## src/rtl/uart_tx_feeder.sv

```systemverilog
// uart_tx_feeder: byte FIFO feeding a UART transmitter one load pulse at a time, paced by tx_empty.
// Optional macro UART_TXF_FLUSH_EN adds a flush input that empties the FIFO in one edge.
module uart_tx_feeder #(
    parameter int unsigned DEPTH  = 16,
    parameter int unsigned ADDR_W = 4
) (
    input  logic              txclk,
    input  logic              reset_n,
    input  logic              wr_en,
    input  logic [7:0]        wr_data,
    output logic              wr_ready,
    input  logic              clr_ovf,
    output logic              overflow,
    output logic [ADDR_W:0]   fifo_count,
`ifdef UART_TXF_FLUSH_EN
    input  logic              flush,
`endif
    input  logic              tx_empty,
    output logic              ld_tx_data,
    output logic [7:0]        tx_data
);

    localparam int unsigned CNT_W = ADDR_W + 1;
    localparam logic [CNT_W-1:0] FULL_CNT = CNT_W'(DEPTH);

    localparam logic [0:0] IDLE = 1'b0;
    localparam logic [0:0] WAIT = 1'b1;

    logic [0:0]        state_q, state_d;
    logic [ADDR_W-1:0] rd_ptr_q, rd_ptr_d;
    logic [ADDR_W-1:0] wr_ptr_q, wr_ptr_d;
    logic [CNT_W-1:0]  count_q, count_d;
    logic              wr_ready_q, wr_ready_d;
    logic              overflow_q, overflow_d;
    logic              ld_q, ld_d;
    logic [7:0]        tx_data_q, tx_data_d;
    logic [7:0]        mem_q [DEPTH];

    logic flush_c;
    logic full_c;
    logic push_c;
    logic pop_c;

`ifdef UART_TXF_FLUSH_EN
    assign flush_c = flush;
`else
    assign flush_c = 1'b0;
`endif

    // Full is judged on the pre-edge count, so a same-cycle pop never admits a write at full.
    assign full_c = (count_q == FULL_CNT);
    assign push_c = wr_en && !full_c && !flush_c;
    assign pop_c  = (state_q == IDLE) && (count_q != '0) && tx_empty && !flush_c;

    always_comb begin
        state_d    = state_q;
        rd_ptr_d   = rd_ptr_q;
        wr_ptr_d   = wr_ptr_q;
        count_d    = count_q;
        overflow_d = overflow_q;
        ld_d       = 1'b0;
        tx_data_d  = tx_data_q;

        case (state_q)
            IDLE: begin
                if (pop_c) begin
                    tx_data_d = mem_q[rd_ptr_q];
                    ld_d      = 1'b1;
                    state_d   = WAIT;
                end
            end
            WAIT: begin
                // Hold off until the transmitter acknowledges the load by dropping tx_empty.
                if (!tx_empty) begin
                    state_d = IDLE;
                end
            end
            default: state_d = IDLE;
        endcase

        if (pop_c) begin
            rd_ptr_d = rd_ptr_q + ADDR_W'(1);
        end
        if (push_c) begin
            wr_ptr_d = wr_ptr_q + ADDR_W'(1);
        end
        if (push_c && !pop_c) begin
            count_d = count_q + CNT_W'(1);
        end else if (pop_c && !push_c) begin
            count_d = count_q - CNT_W'(1);
        end

        if (flush_c) begin
            rd_ptr_d = wr_ptr_q;
            count_d  = '0;
        end else if (wr_en && full_c) begin
            overflow_d = 1'b1;
        end else if (clr_ovf) begin
            overflow_d = 1'b0;
        end

        wr_ready_d = (count_d != FULL_CNT);
    end

    always_ff @(posedge txclk) begin
        if (!reset_n) begin
            state_q    <= IDLE;
            rd_ptr_q   <= '0;
            wr_ptr_q   <= '0;
            count_q    <= '0;
            wr_ready_q <= 1'b1;
            overflow_q <= 1'b0;
            ld_q       <= 1'b0;
            tx_data_q  <= 8'h00;
        end else begin
            state_q    <= state_d;
            rd_ptr_q   <= rd_ptr_d;
            wr_ptr_q   <= wr_ptr_d;
            count_q    <= count_d;
            wr_ready_q <= wr_ready_d;
            overflow_q <= overflow_d;
            ld_q       <= ld_d;
            tx_data_q  <= tx_data_d;
        end
    end

    // Storage is deliberately left unreset.
    always_ff @(posedge txclk) begin
        if (push_c) begin
            mem_q[wr_ptr_q] <= wr_data;
        end
    end

    assign wr_ready   = wr_ready_q;
    assign overflow   = overflow_q;
    assign fifo_count = count_q;
    assign ld_tx_data = ld_q;
    assign tx_data    = tx_data_q;

endmodule

```

## config.mk

```make
export PLATFORM = sky130hd
export DESIGN_NAME = uart_tx_feeder
export DESIGN_NICKNAME = d
export VERILOG_FILES = /design/src/rtl/uart_tx_feeder.sv
export SDC_FILE = /design/constraint.sdc
export NUM_CORES = 1
export LEC_CHECK = 0
export CAP_MARGIN = 20
export CELL_PAD_IN_SITES_DETAIL_PLACEMENT = 1
export CELL_PAD_IN_SITES_GLOBAL_PLACEMENT = 1
export CORE_UTILIZATION = 35
export DETAILED_ROUTE_END_ITERATION = 12
export HOLD_SLACK_MARGIN = 0.08
export MAX_ROUTING_LAYER = met4
export PLACE_DENSITY = 0.64
export SYNTH_ARGS = -nofsm -noshare
export SYNTH_HDL_FRONTEND = slang
export SYNTH_SLANG_ARGS = --single-unit
```

## constraint.sdc

```tcl
create_clock -name txclk -period 2.1 [get_ports txclk]
set_input_delay 0.42 -clock txclk [delete_from_list [all_inputs] [get_ports txclk]]
set_output_delay 0.42 -clock txclk [all_outputs]
set_load 0.005 [all_outputs]
```

==> run metrics <==
Tmin final=2140 ps; f_max=467 MHz; synth top area cells=edfxtp_1 (64%), mux4_2 (12%), dfxtp_1 (8.3%), a22oi_1 (2.0%), ha_1 (1.5%); EDFF count, synth=128; Final Cycle Share=102%; vias in the first global route=3,542; clk sinks=153; Yosys warning count=0; Cell Rows=47; Setup TNS=-41.0 ps; worst-path cell chain=inv_2 > ha_4 > or3b_4 > o21ai_4 > mux2i_1 > xor2_1 > or4_1; Routability Congestion=0.799; synth cell count leaders=edfxtp_1 (128), mux4_2 (32), dfxtp_1 (25), a22oi_1 (16), nor2_1 (14); highest metal used=met4; hold_ws=488 ps; Slew @ Worst Pin=623 ps; Critical Path Source=fifo_count[0]; dpl hpwl=8.30 mm; CTS Buf Count=17; Worst setup SP type=register; share of the synthesized area in the top cell type=63.8%; Final Hold Fails=0; Mapped Cells=332; Power per Cell Area=1120 nW/um^2; Slew Limit Fails=0; DR WL/cell=21.1 um; Routed WL=13.6 mm; grt total ovfl=0; Buf/Inv on CP=1; clk buf depth=2; Die Y=133 um; synthesized area=6020 sq um; Initial DRC Count=203; crit-path leading delay family=simple AND/OR/NAND/NOR gates; syn avg cell area=18.1 sq um; Clock Latency Late Sink=420 ps; dpl ws=-289 ps; fraction of final layout cells sized beyond drive strength 1=31.8%; Placed Area=6880 sq um; syn nets=352; Vias/cell=5.08; DRT met1 WL=5.80 mm; met2 WL=7.10 mm; violated checks=setup timing; Synth Register Bits=153; MaxCap Viol Count=0; ys flop type=edfxtp_1; Core Area=16,700 sq um; PnR worst setup slack=-41.0 ps; CP Data Arrival Time=2430 ps; Critical Path End=wr_ready; Layout area overhead=25.1%; # port buffers=28; routed wl met3=546 um; Diodes inserted=0; Setup crit end kind=register; share of flip-flops with an asynchronous set or reset=0%; crit path max fanout=4; leak pwr=2.54 nW; CTS Hold Bufs=0; Slowest cell on crit path=or4_1; Root Driver=clkbuf_16; vias=3,269; Clock Skews=10.7 ps; # DRC=0; R2R Path Start=fifo_count[0]; area leader, netlist=edfxtp_1; status=complete, but fails checks; GRT Util Overall=17.1%; Setup CP Type=reg -> reg; r2r setup slk=-40 ps; CP Depth=7; Total Nets Final=431; Worst EP required=2390 ps; first-pass GRT wire length=20.9 mm; I/O Pins=29; CTS tree=done; largest net degree at the start of global routing=36; First-pass DRT Iterations=4; FF-to-FF End=wr_ready; Reg clk slew, reported paths=60 ps; htree depth=4; antenna violations before repair=0; max incr delay on CP=500 ps; R2R cell count=7; Seq/Total Area, Yosys=72.1%; relative slew slack=58.4%; Final Instance Area=7530 sq um; Hold Crit Class=reg -> reg; Antenna Nets Post-Route=0; setup violators final=1; worst vdd ir=669 uV; initial core utilization=36.1%; Die Wd=133 um; DIE AREA=17,700 sq um; Yosys cell types=37; RSZ-0062 raised after global routing=true; top-count cell post-synth=edfxtp_1
cell type report:
type / instances / area [sq um]
flip-flops and latches: 153 / 4350
clock inverters: 15 / 125
multi-input cells: 155 / 1620
inverters: 6 / 22.5
repair buffers: 78 / 713
clock buffers: 17 / 425
fillers: 1628 / 9170
well taps: 220 / 275
what timing repair did:
item	CTS	global route
setup endpoints to repair	67	95
pin swaps	3	3
cloned	0	0
endpoints found under the hold margin	0	0
gates resized for setup	7	6
buffers inserted	4	4
layer usage:
layer	GRT usage, %	up-vias
li1	-	1475
met1	21.0	1720
met2	27.7	65
met3	4.45	9
met4	5.43	0
met5	-	-
report_power, final:
group	switching [mW]	internal, mW	leakage (nW)	total, mW
sequential	0.0955	3.43	1.36	3.53
combinational	0.883	1.20	0.913	2.09
clock	1.23	1.63	0.270	2.86
metrics by stage:
step	power [mW]	util, %	cells
floorplan	4.67	-	332
global placement	5.40	41.2	604
detailed placement	5.46	41.2	604
CTS	8.43	44.8	640
global route	8.83	45.1	644
finish	8.47	45.1	644
state kept, by name, summed over array words and instances, names as in the netlist:
signal / flops
wr_ready: 1
mem_q: 128
wr_ptr_q: 4
state_q: 1
rd_ptr_q: 4
tx_data: 8
fifo_count: 5
ld_tx_data: 1
overflow: 1
how the worst min path moves through the flow:
stage / slack, ps / cells after the start / startpoint / endpoint
final: 490 / 1 / tx_data[0] / tx_data[0]
after global routing: 510 / 1 / tx_data[6] / tx_data[6]
after global placement: 470 / 1 / tx_data[7] / tx_data[7]
after CTS: 490 / 1 / tx_data[0] / tx_data[0]
after floorplan: 480 / 1 / tx_data[0] / tx_data[0]
after detailed placement: 480 / 1 / tx_data[0] / tx_data[0]
logic make-up (layout without fill, tap and decap cells):
logic type / count (synthesis) / after routing / share of synthesized area [%]
flops: 153 / 153 / 72.1
simple gates: 60 / 60 / 5.34
fa+ha+maj: 8 / 8 / 1.62
mux: 34 / 34 / 12.3
compound gates: 43 / 43 / 5.15
xor+xnor: 10 / 10 / 1.68
buf+inv: 24 / 116 / 1.77
placed cells by master, fill, tap and decap left out, types with 2 or more instances in the layout:
cell type / Yosys / final
inv_1: 6 / 4
clkbuf_16: 0 / 17
xnor2_1: 6 / 6
mux4_2: 32 / 32
buf_6: 0 / 2
inv_8: 0 / 2
nand4_1: 5 / 5
clkdlybuf4s50_1: 0 / 28
edfxtp_1: 128 / 128
clkinv_2: 0 / 4
dfxtp_2: 0 / 3
o21ai_0: 2 / 2
mux2i_1: 2 / 2
nand2b_1: 3 / 3
a21oi_1: 11 / 11
dfxtp_1: 25 / 22
a31o_2: 8 / 8
buf_12: 0 / 4
a22oi_1: 16 / 16
clkinv_1: 0 / 3
ha_1: 7 / 6
nor2_1: 14 / 13
xor2_1: 3 / 3
inv_6: 0 / 2
nor2b_1: 7 / 7
and2_1: 11 / 11
buf_4: 1 / 44
clkinvlp_4: 0 / 2
nor3_2: 0 / 4
inv_2: 0 / 2
nand2_1: 11 / 11
Note: power is estimated with default switching activity, not from simulation.
